### config.mk
export PLATFORM = sky130hd
export DESIGN_NAME = add_bcd
export DESIGN_NICKNAME = d
export VERILOG_FILES = /design/src/rtl/add_bcd.sv
export SDC_FILE = /design/constraint.sdc
export NUM_CORES = 1
export LEC_CHECK = 0
export ABC_AREA = 1
export CAP_MARGIN = 20
export CORE_ASPECT_RATIO = 0.7
export CORE_UTILIZATION = 36
export CTS_CLUSTER_DIAMETER = 100
export CTS_CLUSTER_SIZE = 16
export DETAILED_ROUTE_END_ITERATION = 10
export PLACE_DENSITY = 0.75
export SYNTH_ARGS = -nofsm -noshare
export SYNTH_HDL_FRONTEND = slang
export SYNTH_SLANG_ARGS = --single-unit
export TNS_END_PERCENT = 30
### constraint.sdc
create_clock -name clk -period 0.9 [get_ports clk]
set_clock_uncertainty 0.05 [all_clocks]
set_input_delay 0.09 -clock clk [delete_from_list [all_inputs] [get_ports clk]]
set_output_delay 0.09 -clock clk [all_outputs]
set_load 0.1 [all_outputs]
### src/rtl/add_bcd.sv
// Registered packed-BCD adder: 3-digit operand plus 2-digit operand gives a 4-digit sum.
// One-cycle latency; any non-decimal input nibble zeroes the sum and raises err.
module add_bcd (
   input  logic        clk,
   input  logic        rst,
   input  logic        in_valid,
   input  logic [11:0] BCD_n1,
   input  logic [7:0]  BCD_n2,
   output logic [15:0] BCD_out,
   output logic        out_valid,
   output logic        err
);

   logic [19:0] all_nib;
   logic [4:0]  nib_bad;
   logic [3:0]  a_dig   [3];
   logic [3:0]  b_dig   [3];
   logic [4:0]  raw_sum [3];
   logic [3:0]  sum_dig [3];
   logic [3:0]  carry;
   logic        bad_any;
   logic [15:0] bcd_out_next;
   logic        err_next;
   logic [15:0] bcd_out_reg;
   logic        out_valid_reg;
   logic        err_reg;

   assign all_nib = {BCD_n1, BCD_n2};

   genvar gi;
   generate
      for (gi = 0; gi < 5; gi++) begin : g_check
         assign nib_bad[gi] = (all_nib[gi*4+3 -: 4] > 4'd9);
      end
   endgenerate

   assign bad_any = |nib_bad;

   // Operand B has no hundreds digit, so its third digit is tied to zero.
   assign a_dig[0] = BCD_n1[3:0];
   assign a_dig[1] = BCD_n1[7:4];
   assign a_dig[2] = BCD_n1[11:8];
   assign b_dig[0] = BCD_n2[3:0];
   assign b_dig[1] = BCD_n2[7:4];
   assign b_dig[2] = 4'd0;
   assign carry[0] = 1'b0;

   generate
      for (gi = 0; gi < 3; gi++) begin : g_digit
         assign raw_sum[gi]  = {1'b0, a_dig[gi]} + {1'b0, b_dig[gi]} + {4'd0, carry[gi]};
         assign carry[gi+1]  = (raw_sum[gi] > 5'd9);
         // Subtracting 10 modulo 16 is the same as adding 6 to the low nibble.
         assign sum_dig[gi]  = carry[gi+1] ? (raw_sum[gi][3:0] + 4'd6) : raw_sum[gi][3:0];
      end
   endgenerate

   assign bcd_out_next = bad_any ? 16'h0000 : {3'b000, carry[3], sum_dig[2], sum_dig[1], sum_dig[0]};
   assign err_next     = bad_any;

   always_ff @(posedge clk or posedge rst) begin
      if (rst) begin
         bcd_out_reg   <= 16'h0000;
         err_reg       <= 1'b0;
         out_valid_reg <= 1'b0;
      end else begin
         out_valid_reg <= in_valid;
         if (in_valid) begin
            bcd_out_reg <= bcd_out_next;
            err_reg     <= err_next;
         end
      end
   end

   assign BCD_out   = bcd_out_reg;
   assign err       = err_reg;
   assign out_valid = out_valid_reg;

endmodule

* After elaboration in Yosys (flattened, before gate mapping) *
Index checks and enable logic that the tools add are counted.

word-level totals
  flip-flop bits (word level) = 18
  word-level logic and storage cells = 23

operators by class
  $add $sub $neg = 7
  order comparisons = 8
  mux-type cells = 4
  reduce and logical (&&, ||, !) cells = 1

operators by type and width
  kind                                                                              number
  4-bit greater-than comparator (second input constant)                             5
  5-bit by 4-bit greater-than comparator with 1-bit output (second input constant)  3
  13-bit two-way mux                                                                1
  4-bit by 3-bit adder with 4-bit output (second input constant)                    3
  4-bit two-way mux                                                                 3
  4-bit by 4-bit adder with 5-bit output                                            2
  4-bit by 1-bit adder with 5-bit output                                            1
  5-bit by 1-bit adder with 5-bit output                                            1
  5-bit OR reduction                                                                1

* Longest topological paths before layout *
  depth after elaboration = 8
  depth in mapped cells = 25
  gate-level depth less buffers = 25

* Least setup slack after synthesis *
Ideal clock, no wire load.

  kind = input port to flip-flop
  start point = input BCD_n1[0]
  end point = register bcd_out_reg[11], in the netlist BCD_out[11]
  setup time = 0.120 ns
  data arrival time = 3.622 ns
  data required time = 0.730 ns
  slack = -2.892 ns
  stages = 25
  path buffers = 0
  path through = ha_1 -> inv_1 -> fa_1 -> or2_1 -> nand3_1 -> nand3_1 -> nand2_1 -> inv_1 -> fa_1 -> inv_1 -> fa_1 -> inv_1 -> nand2_2 -> nand3_2 -> nand2_2 -> ha_1 -> ha_1 -> xnor2_1 -> ha_1 -> nand2_1 -> nand3_2 -> nand2_2 -> nand2_1 -> nand3_1 -> nand2_1

on the way
  cells in the longest elaborated chain, start to end = 8
  elaborated cells on any way between the ends = 11

RTL lines
  item                                                                                                                       line    RTL
  start: declaration                                                                                                         7       input logic [11:0] BCD_n1,
  4-bit by 4-bit adder with 5-bit output                                                                                     50      assign raw_sum[gi] = {1'b0, a_dig[gi]} + {1'b0, b_dig[gi]} + {4'd0, carry[gi]};
  5-bit by 4-bit greater-than comparator with 1-bit output                                                                   51      assign carry[gi+1] = (raw_sum[gi] > 5'd9);
  5-bit by 1-bit adder with 5-bit output                                                                                     50
  5-bit by 4-bit greater-than comparator with 1-bit output                                                                   51
  4-bit by 1-bit adder with 5-bit output                                                                                     50
  4-bit by 3-bit adder with 4-bit output / 5-bit by 4-bit greater-than comparator with 1-bit output (equally long branches)  53, 51
  4-bit two-way mux                                                                                                          53      assign sum_dig[gi] = carry[gi+1] ? (raw_sum[gi][3:0] + 4'd6) : raw_sum[gi][3:0];
  13-bit two-way mux (*)                                                                                                     57      assign bcd_out_next = bad_any ? 16'h0000 : {3'b000, carry[3], sum_dig[2], sum_dig[1], sum_dig[0]};
  end signal: assignment                                                                                                     68      bcd_out_reg <= bcd_out_next;
  end: declaration                                                                                                           24      logic [15:0] bcd_out_reg;

Mark *: on every way between the ends. The rest lies on a longest branch, timed or not.
A chain may end at the register's enable or synchronous reset.

* Worst setup path after layout *
  start point = input BCD_n1[2]
  end point = register bcd_out_reg[9], in the netlist BCD_out[9]

Same word-level chain as after synthesis.

==> summary.md <==
| Metric | Value |
|---|---|
| Post-synth ARST share | `100.0%` |
| Clk root buf | `clkbuf_8` |
| Detailed-route via count | `1534` |
| Max IR drop VDD | `0.0008094 V` |
| CP Max Fanout | `5` |
| Initial antenna violation count | `0` |
| Port Buffers | `37` |
| Min Tclk post-route | `3.457 ns` |
| CORE AREA | `3191 um2` |
| Timing-limited maximum frequency | `0.2893 GHz` |
| Clock sink total | `15` |
| Final Hold Violating Endpoints | `0` |
| MaxCap Viol Count | `0` |
| Global route total overflow | `0` |
| Max FFs per register | `13` |
| Register-to-Register Path Depth | `1` |
| Synth Cell Area | `1217 um2` |
| First-pass GRT wire length | `7210 um` |
| Tcrit/Tclk final | `384.1%` |
| P per Cell Area | `1485 nW/um2` |
| DRC | `0` |
| Ant diodes | `0` |
| CP required | `1.00 ns` |
| Antenna Nets Post-Route | `0` |
| Fin util | `79.02%` |
| Finished Layout Cells | `294` |
| Share of cells above drive strength 1 | `51.95%` |
| H-tree level count | `1` |
| Overall Power | `3.744 mW` |
| R2r setup slk | `0.07 ns` |
| Worst min-delay path class | `in2async` |
| Cell leakage power | `1.257 nW` |
| Largest net degree at the start of global routing | `16` |
| Synthesized flop and latch total | `15` |
| Cells after DPL | `257` |
| Vias in the first global route | `1518` |
| Worst reg2reg endpoint | `BCD_out[0]` |
| CTS Buf Count | `3` |
| Routed vias/inst | `5.218` |
| Post-DP HPWL | `2562 um` |
| Count leader, synth | `nand2_1` |
| Setup slack after layout | `-2.557 ns` |
| Pins Over Slew Limit | `0` |
| Status | `complete, but fails checks` |
| Final WL | `5164 um` |
| Clock transition at path regs | `0.06 ns` |
| Synth top area share | `30.83%` |
| Area Growth Syn to Fin | `107.1%` |
| Worst setup EP type | `flip-flop` |
| RSZ-0062 raised after global routing | `true` |
| Row count | `17` |
| Initial DRC count | `147` |
| CTS tree | `built` |
| Die area | `3622 um2` |
| Placed Instance Area | `2061 um2` |
| Per-cell routed wire length | `17.56 um` |
| Die Wd | `71.51 um` |
| Failing checks | `setup timing` |
| Initial core utilization | `38.16%` |
| Hold WS | `0.1073 ns` |
| Post-synth EDFFs | `0` |
| Netlist cell types | `27` |
| Yosys warns | `0` |
| Ys flop type | `dfrtp_1` |
| R2r startpoint | `BCD_out[0]` |
| Most common library cells after synthesis | `nand2_1, nand3_1, inv_1` |
| Setup TNS Final | `-28.85 ns` |
| CP Class | `in2reg` |
| Die height | `50.66 um` |
| Nets | `296` |
| CP arrival | `3.55 ns` |
| Avg Inst Size Synth | `7.657 um2` |
| GR Util All Layers | `26.63%` |
| Pre-CTS WS | `-3.193 ns` |
| Setup-failing EPs final | `29` |
| Synth area leaders | `dfrtp_1, nand2_1, ha_1` |
| GPL Wtd Cong | `0.8274` |
| Drt first pass iters | `7` |
| Startpoint types | `input port` |
| Fillers | `172` |
| Cell area after layout | `2521 um2` |
| Dominant cell type by area after synthesis | `dfrtp_1` |
| Sequential share of the synthesized area | `30.83%` |
| Cell count after synthesis | `159` |
| Top-Level Pins | `41` |
| Worst-Skew Late Latency | `0.25 ns` |
| CTS max path bufs | `2` |
## critical path: stages
cell and delay, ns:
dlygate4sd2_1 0.28, ha_4 0.29, or2_1 0.26, nand3_2 0.09, nand3_2 0.08, nand2_2 0.10, inv_2 0.05, fa_2 0.33
inv_2 0.08, fa_2 0.46, inv_2 0.09, nand2_2 0.08, nand3_4 0.09, nand2_4 0.06, ha_4 0.16, ha_4 0.18
xnor2_4 0.14, ha_4 0.19, nand2_4 0.06, nand3_4 0.10, nand2_4 0.11, nand2_1 0.07, nand3_2 0.06, nand2_1 0.05
## report_power, final
| part | leakage, nW | internal, mW | switching, mW | total [mW] |
|---|---|---|---|---|
| sequential | 0.197 | 0.715 | 0.0542 | 0.769 |
| clock | 0.0255 | 0.307 | 0.258 | 0.565 |
| combinational | 1.03 | 1.17 | 1.24 | 2.41 |
## logic make-up after synthesis
kind of cell,count (synthesis),synth area share [%]
AOI/OAI and AO/OA,16,7.811
DFF,15,30.83
buffers and inverters,25,9.249
other,1,0.3080
adders and majority gates,16,18.29
and+or+nand+nor,83,30.73
xor gates and xnor gates,3,2.776
## per-layer routing
layer	track usage, %	routed length, um	up-vias
li1	-	-	701
met1	32.92	2071	723
met2	46.35	2542	81
met3	4.217	338	29
met4	11.44	210	0
met5	0	0	-
## repair_timing
item / CTS / global route
pin swaps: 12 / 16
resized for setup: 46 / 18
buffers inserted: 28 / 5
gates cloned: 0 / 0
endpoints found under the hold margin: 0 / 0
endpoints found under the setup margin: 29 / 29
hold buffers: 0 / 0
## worst max-delay path by stage
stage	startpoint	endpoint	slack (ns)
after floorplan	BCD_n1[0]	BCD_out[11]	-2.59
after global placement	BCD_n1[0]	BCD_out[11]	-3.10
after detailed placement	BCD_n1[0]	BCD_out[11]	-3.19
after CTS	BCD_n2[0]	BCD_out[9]	-2.36
after global routing	BCD_n1[2]	BCD_out[9]	-2.68
final	BCD_n1[2]	BCD_out[9]	-2.56
## layout by cell type, fill, tap and decap left out, types with 2 or more instances in the layout
master and n:
buf_4 55, nand2_1 37, buf_12 16, dfrtp_1 13, clkdlybuf4s50_1 13, nand3_1 12
inv_1 11, nand3_2 10, nand2_2 9, ha_4 8, inv_2 7, o21ai_1 6
nor2_1 5, ha_1 5, dlygate4sd2_1 5, buf_6 4, nand2_4 3, fa_2 3
conb_1 3, clkbuf_8 3, dfrtp_2 2, a21oi_4 2, a21oi_1 2, o21a_1 2
o21ai_0 2, nand3_4 2, nand3b_1 2, buf_2 2
## cell type report
class	count	area, um2	share of cell area [%]
Clock inverter	1	5.005	0.1985
Sequential cell	15	377.9	14.99
Inverter	20	82.58	3.275
Tap cell	38	47.55	1.886
Multi-Input combinational cell	121	989.7	39.26
Clock buffer	3	41.29	1.638
Timing Repair Buffer	96	977.2	38.76
No activity file was read; power rests on OpenSTA's default activity.
